$ cat config.mk
export PLATFORM = sky130hd
export DESIGN_NAME = lsu_stage
export DESIGN_NICKNAME = d
export VERILOG_FILES = /design/src/rtl/lsu_stage.sv
export SDC_FILE = /design/constraint.sdc
export NUM_CORES = 1
export LEC_CHECK = 0
export ABC_AREA = 1
export BUFFER_PORTS_ARGS = -buffer_cell sky130_fd_sc_hd__buf_2
export CAP_MARGIN = 40
export CORE_MARGIN = 1.5
export CORE_UTILIZATION = 56
export CTS_CLUSTER_DIAMETER = 60
export DETAILED_ROUTE_END_ITERATION = 12
export GPL_ROUTABILITY_DRIVEN = 0
export PLACE_DENSITY = 0.86
export SETUP_SLACK_MARGIN = 0.1
export SLEW_MARGIN = 20
export SYNTH_ARGS = -nofsm -noshare
export SYNTH_HDL_FRONTEND = slang
export SYNTH_SLANG_ARGS = --single-unit
export TNS_END_PERCENT = 50
$ cat constraint.sdc
create_clock -name clk -period 3.3 [get_ports clk]
set_clock_uncertainty 0.2 [all_clocks]
set_input_delay 0.165 -clock clk [delete_from_list [all_inputs] [get_ports clk]]
set_output_delay 0.165 -clock clk [all_outputs]
set_load 0.005 [all_outputs]
$ cat src/rtl/lsu_stage.sv
// Load/store stage: accepts one EXU payload, performs at most one bus access, then hands a
// 38-bit write-back payload to the WBU. Optional misalignment trap: LSU_MISALIGN_CHECK_EN.
module lsu_stage #(
  parameter int WIDTH      = 32,
  parameter int DATA_IN_W  = 109,
  parameter int DATA_OUT_W = 38
) (
  input  logic                  clk,
  input  logic                  rst,
  input  logic                  exu_valid,
  input  logic [DATA_IN_W-1:0]  exu_data,
  output logic                  lsu_ready,
  output logic                  mem_req_valid,
  input  logic                  mem_req_ready,
  output logic                  mem_wen,
  output logic [WIDTH-1:0]      mem_addr,
  output logic [WIDTH-1:0]      mem_wdata,
  output logic [3:0]            mem_wmask,
  input  logic                  mem_resp_valid,
  input  logic [WIDTH-1:0]      mem_rdata,
  output logic                  lsu_valid,
  output logic [DATA_OUT_W-1:0] lsu_data,
  input  logic                  wbu_ready
`ifdef LSU_MISALIGN_CHECK_EN
  ,
  output logic                  lsu_fault
`endif
);

  localparam logic [1:0] S_IDLE      = 2'd0;
  localparam logic [1:0] S_REQ       = 2'd1;
  localparam logic [1:0] S_WAIT_RESP = 2'd2;
  localparam logic [1:0] S_OUT       = 2'd3;

  logic [WIDTH-1:0] alu_in, rs2_in, csr_in;
  logic [4:0]       rd_in;
  logic             rwen_in, ren_in, wen_in;
  logic [2:0]       f3_in;
  logic [1:0]       sel_in;

  assign alu_in  = exu_data[108:77];
  assign rs2_in  = exu_data[76:45];
  assign rd_in   = exu_data[44:40];
  assign rwen_in = exu_data[39];
  assign ren_in  = exu_data[38];
  assign wen_in  = exu_data[37];
  assign f3_in   = exu_data[36:34];
  assign sel_in  = exu_data[33:32];
  assign csr_in  = exu_data[31:0];

  logic [1:0]            state_q, state_d;
  logic [WIDTH-1:0]      addr_q, csr_q, wdata_q, wdata_d;
  logic [4:0]            rd_q;
  logic                  rwen_q, store_q;
  logic [2:0]            f3_q;
  logic [1:0]            sel_q;
  logic [3:0]            wmask_q, wmask_d;
  logic [DATA_OUT_W-1:0] out_q, out_d;

  logic accept, is_mem_in, misalign_in;

  assign accept    = exu_valid & lsu_ready;
  assign is_mem_in = ren_in | wen_in;

`ifdef LSU_MISALIGN_CHECK_EN
  always_comb begin
    misalign_in = 1'b0;
    if (is_mem_in) begin
      if (f3_in[1:0] == 2'b01)      misalign_in = alu_in[0];
      else if (f3_in[1:0] == 2'b10) misalign_in = (alu_in[1:0] != 2'b00);
    end
  end
`else
  assign misalign_in = 1'b0;
`endif

  function automatic logic [WIDTH-1:0] load_align(input logic [2:0] f3,
                                                  input logic [1:0] a,
                                                  input logic [WIDTH-1:0] rdata);
    logic [WIDTH-1:0] sh;
    sh = rdata >> {a, 3'b000};
    case (f3)
      3'b000:  load_align = {{24{sh[7]}}, sh[7:0]};
      3'b100:  load_align = {24'h0, sh[7:0]};
      3'b001:  load_align = {{16{sh[15]}}, sh[15:0]};
      3'b101:  load_align = {16'h0, sh[15:0]};
      default: load_align = sh;
    endcase
  endfunction

  function automatic logic [WIDTH-1:0] wb_select(input logic [1:0] sel,
                                                 input logic [WIDTH-1:0] alu,
                                                 input logic [WIDTH-1:0] ld,
                                                 input logic [WIDTH-1:0] csr);
    case (sel)
      2'd1:    wb_select = ld;
      2'd2:    wb_select = csr;
      default: wb_select = alu;
    endcase
  endfunction

  // Lanes wrap inside the word; the shifted mask is truncated to 4 bits.
  always_comb begin
    case (f3_in[1:0])
      2'b00: begin
        wmask_d = 4'b0001 << alu_in[1:0];
        wdata_d = {4{rs2_in[7:0]}};
      end
      2'b01: begin
        wmask_d = 4'b0011 << alu_in[1:0];
        wdata_d = {2{rs2_in[15:0]}};
      end
      default: begin
        wmask_d = 4'b1111;
        wdata_d = rs2_in;
      end
    endcase
  end

  always_comb begin
    state_d = state_q;
    out_d   = out_q;
    case (state_q)
      S_IDLE: begin
        if (accept) begin
          if (is_mem_in && !misalign_in) begin
            state_d = S_REQ;
          end else begin
            state_d = S_OUT;
            out_d   = {wb_select(sel_in, alu_in, '0, csr_in), rd_in,
                       rwen_in & ~wen_in & ~misalign_in};
          end
        end
      end
      S_REQ: begin
        if (mem_req_ready) state_d = S_WAIT_RESP;
      end
      S_WAIT_RESP: begin
        if (mem_resp_valid) begin
          state_d = S_OUT;
          out_d   = {wb_select(sel_q, addr_q,
                               store_q ? '0 : load_align(f3_q, addr_q[1:0], mem_rdata),
                               csr_q),
                     rd_q, rwen_q};
        end
      end
      S_OUT: begin
        if (wbu_ready) state_d = S_IDLE;
      end
      default: state_d = S_IDLE;
    endcase
  end

  always_ff @(posedge clk) begin
    if (rst) begin
      state_q <= S_IDLE;
      addr_q  <= '0;
      csr_q   <= '0;
      wdata_q <= '0;
      wmask_q <= '0;
      rd_q    <= '0;
      rwen_q  <= 1'b0;
      store_q <= 1'b0;
      f3_q    <= '0;
      sel_q   <= '0;
      out_q   <= '0;
    end else begin
      state_q <= state_d;
      out_q   <= out_d;
      if (accept) begin
        addr_q  <= alu_in;
        csr_q   <= csr_in;
        rd_q    <= rd_in;
        rwen_q  <= rwen_in & ~wen_in;
        store_q <= wen_in;
        f3_q    <= f3_in;
        sel_q   <= sel_in;
        wdata_q <= wen_in ? wdata_d : '0;
        wmask_q <= wen_in ? wmask_d : 4'b0000;
      end
    end
  end

`ifdef LSU_MISALIGN_CHECK_EN
  logic fault_q;

  always_ff @(posedge clk) begin
    if (rst)         fault_q <= 1'b0;
    else if (accept) fault_q <= misalign_in;
  end

  assign lsu_fault = fault_q & (state_q == S_OUT);
`endif

  assign lsu_ready     = (state_q == S_IDLE);
  assign mem_req_valid = (state_q == S_REQ);
  assign mem_wen       = store_q & (state_q == S_REQ);
  assign mem_addr      = {addr_q[WIDTH-1:2], 2'b00};
  assign mem_wdata     = wdata_q;
  assign mem_wmask     = wmask_q;
  assign lsu_valid     = (state_q == S_OUT);
  assign lsu_data      = out_q;

endmodule

==> summary.md <==
| Metric | Value |
|---|---|
| Number of ports placed on the die boundary | approximately 260 |
| Kind of capture point of the worst setup path | register |
| Yosys synthesis warning count | 0 |
| Setup TNS | 0 ps |
| Number of distinct library cell variants in the gate-level netlist after synthesis | 34 |
| Die height | 124 um |
| Initial core utilization | between 50% and 60% |
| Worst Path Max Fanout | 37 |
| CTS HTree Levels | 4 |
| Shortest period the worst path allows | 2500 ps |
| Root Buffer Master | clkbuf_16 |
| Synthesized area | 0.00820 mm^2 |
| Most frequent standard cell in the layout excluding fill and tap cells | nor2_1 |
| Fill cell total of the finished layout | between 1000 and 1500 |
| Average routed wire per standard cell | 17.5 um |
| Setup Crit Path Kind | register to register |
| Met2 wire length | approximately 14000 um |
| R2r setup slk | 800 ps |
| Setup crit start kind | register |
| Maximum resistive drop on vdd | just under 0.9 mV |
| Worst Setup SP | state_q[1]$_SDFFE_PP0P_ |
| Area enclosed by the die boundary | 0.0154 mm^2 |
| Number of maximum-capacitance violations | 0 |
| Hold Violations, Final | 0 |
| Largest net degree at the start of global routing | 86 |
| Worst min-delay path category | input port to register |
| DPL Wire Length | 17700 um |
| Critical path data required time | 3470 ps |
| Global-route wire length before repair | 46200 um |
| Clock slew seen by the registers of the worst setup and hold paths | 60 ps |
| Count of instances resized after the clock tree is built | 0 |
| Unrepaired setup endpoints after global routing | no |
| Register area share after synthesis | 37.1% |
| Net total in the final layout | roughly 1700 |
| Data arrival time of the critical path | around 2700 ps |
| Layout area overhead | 32.8% |
| Initial DRT Pass Iterations | 6 |
| Post-CTS setup buffers | 0 |
| Pwr per Cell Area | 733 mW/mm^2 |
| Synthesized flop and latch total | 152 |
| All-layer global routing usage | about two fifths |
| Crit Reg-Reg Startpoint | state_q[1]$_SDFFE_PP0P_ |
| Number of cell rows | 44 |
| Clk sink count | 152 |
| IO Port Bufs | 254 |
| Worst Tran Pin Value | 842 ps |
| CORE AREA | 0.0144 mm^2 |
| Number of antenna-violating nets in the routed design | 0 |
| Total routed wirelength | 30200 um |
| Top metal layer carrying routed signals | met4 |
| Clock buffer count from CTS | 17 |
| Total leakage power | 5.11 nW |
| Share of the clock period used by the worst path after layout | 75.7% |
| Via count of the first global-routing pass | 9282 |
| Worst Hold Launch | exu_data[38] |
| Worst relative slew slack | 43.8% |
| Antenna violations before repair | 2 |
| Violation count after the first detailed-route iteration | roughly 1300 |
| Average cell area after synthesis | 6.54 um^2 |
| Outcome | completed |
| Routed met3 length | 3830 um |
| Layout cell share with drive strength beyond 1 | 22.3% |
| Routed length on met1 | 11300 um |
| Count of mapped cells out of synthesis | 1254 |
| Total congestion overflow after global routing | 0 |
| Highest-count cells in the layout ignoring fill and taps | 279 x nor2_1, 254 x buf_2, 218 x nand2_1, 159 x o21ai_0, 152 x dfxtp_1 |
| Achievable Freq | 400 MHz |
| Final setup violation count | 0 |
| Maximum clock path buffer count | 2 |
| TritonCTS clock tree | yes |
| Die X | ~120 um |
| Max Slew Vio Count | 0 |
| Source-to-sink clock delay at the later pin of the worst-skew pair | 430 ps |
| Post-cts hold buffer count | 109 |
| Hold Worst Slack | 22.7 ps |
| Via-to-Cell Ratio | 5.85 |
| DRC violations left | 0 |
| Total via count after detailed routing | about 10000 |
flip-flops by register name (all words and copies together), names as in the netlist, 2 cells and up:
| name | count |
|---|---|
| sel_q | 2 |
| mem_wdata | 32 |
| f3_q | 3 |
| rd_q | 5 |
| addr_q | 32 |
| csr_q | 32 |
| lsu_data | 38 |
| mem_wmask | 4 |
| state_q | 2 |
Yosys cell counts:
cell type	n	area, um^2
nor2_1	279	1050
nand2_1	219	822
o21ai_0	159	796
dfxtp_1	152	3040
a21oi_1	145	726
clkbuf_1	66	248
nand3_1	41	205
inv_1	38	143
buf_4	35	263
a22oi_1	23	173
buf_2	17	85.1
nand2_2	13	81.3
a21oi_2	10	87.6
o211ai_1	9	67.6
ha_1	7	87.6
a31oi_1	6	37.5
a21o_1	5	37.5
inv_2	5	18.8
buf_6	4	45.0
buf_1	3	11.3
nand3_2	2	20.0
nand3_4	2	35.0
nor2_4	2	22.5
nor3_1	2	10.0
buf_12	1	20.0
buf_8	1	15.0
clkinv_4	1	8.76
conb_1	1	3.75
inv_4	1	6.26
nand2_4	1	11.3
nor2_2	1	6.26
o21ai_1	1	5.00
o22ai_1	1	6.26
or2_2	1	6.26
per-layer routing:
metal	GRT usage (%)	up-vias
met3	11.5	139
met1	48.0	4536
met4	19.7	0
met5	0	-
met2	61.1	805
li1	-	4613
critical path, cell delays in order (launching register included):
cell and delay (ps):
dfxtp_1 330, inv_1 110, ha_1 320, nand2_4 300
nor2_1 420, inv_2 240, nor2_1 230, a22oi_1 150
nor2_1 120
area by class of cell:
| type | instances | area, um^2 | area share [%] |
|---|---|---|---|
| multi-input combinational | 931 | 4310 | 39.5 |
| sequential | 152 | 3040 | 27.9 |
| timing repair buffer | 380 | 2510 | 23.1 |
| clock buffer | 21 | 470 | 4.32 |
| tap | 184 | 230 | 2.11 |
| inverter | 45 | 176 | 1.62 |
| clock inverter | 11 | 145 | 1.33 |
| antenna | 2 | 5.00 | 0.0460 |
power breakdown:
| part | leakage (nW) | switching (mW) | total, mW | internal [mW] |
|---|---|---|---|---|
| clock | 0.295 | 0.797 | 2.05 | 1.25 |
| combinational | 3.57 | 2.19 | 3.35 | 1.16 |
| sequential | 1.25 | 0.303 | 2.59 | 2.29 |
| total | 5.11 | 3.29 | 7.99 | 4.70 |
stage by stage:
step / cells / cell area, um^2 / total power, mW / utilization (%) / setup WS (ps)
after floorplan: 1255 / 8200 / 4.87 / - / 1480
after global placement: 1583 / 9180 / 5.61 / 63.6 / 928
after detailed placement: 1583 / 9180 / 5.67 / 63.6 / 937
after CTS: 1724 / 10900 / 7.82 / 75.5 / 927
after global routing: 1726 / 10900 / 8.46 / 75.5 / 653
final: 1726 / 10900 / 7.99 / 75.5 / 803
final timing paths:
path	endpoint	depth (start not counted)
worst max-delay path	mem_wdata[31]$_SDFFE_PP0P_	8
worst min-delay path	state_q[1]$_SDFFE_PP0P_	6
worst max register to register	mem_wdata[31]$_SDFFE_PP0P_	8
worst min register to register	mem_wdata[20]$_SDFFE_PP0P_	2
cells by family (layout without fill, tap and decap cells):
| family | Yosys count | count (layout) | synth area share [%] |
|---|---|---|---|
| AND/OR/NAND/NOR | 563 | 563 | 27.6 |
| AO/OA/AOI/OAI | 359 | 359 | 23.6 |
| buffers and inverters | 172 | 457 | 10.5 |
| flip-flops | 152 | 152 | 37.1 |
| adder cells (fa/ha/maj) | 7 | 7 | 1.07 |
| other | 1 | 4 | 0.0457 |
Note: power is estimated with default switching activity, not from simulation.
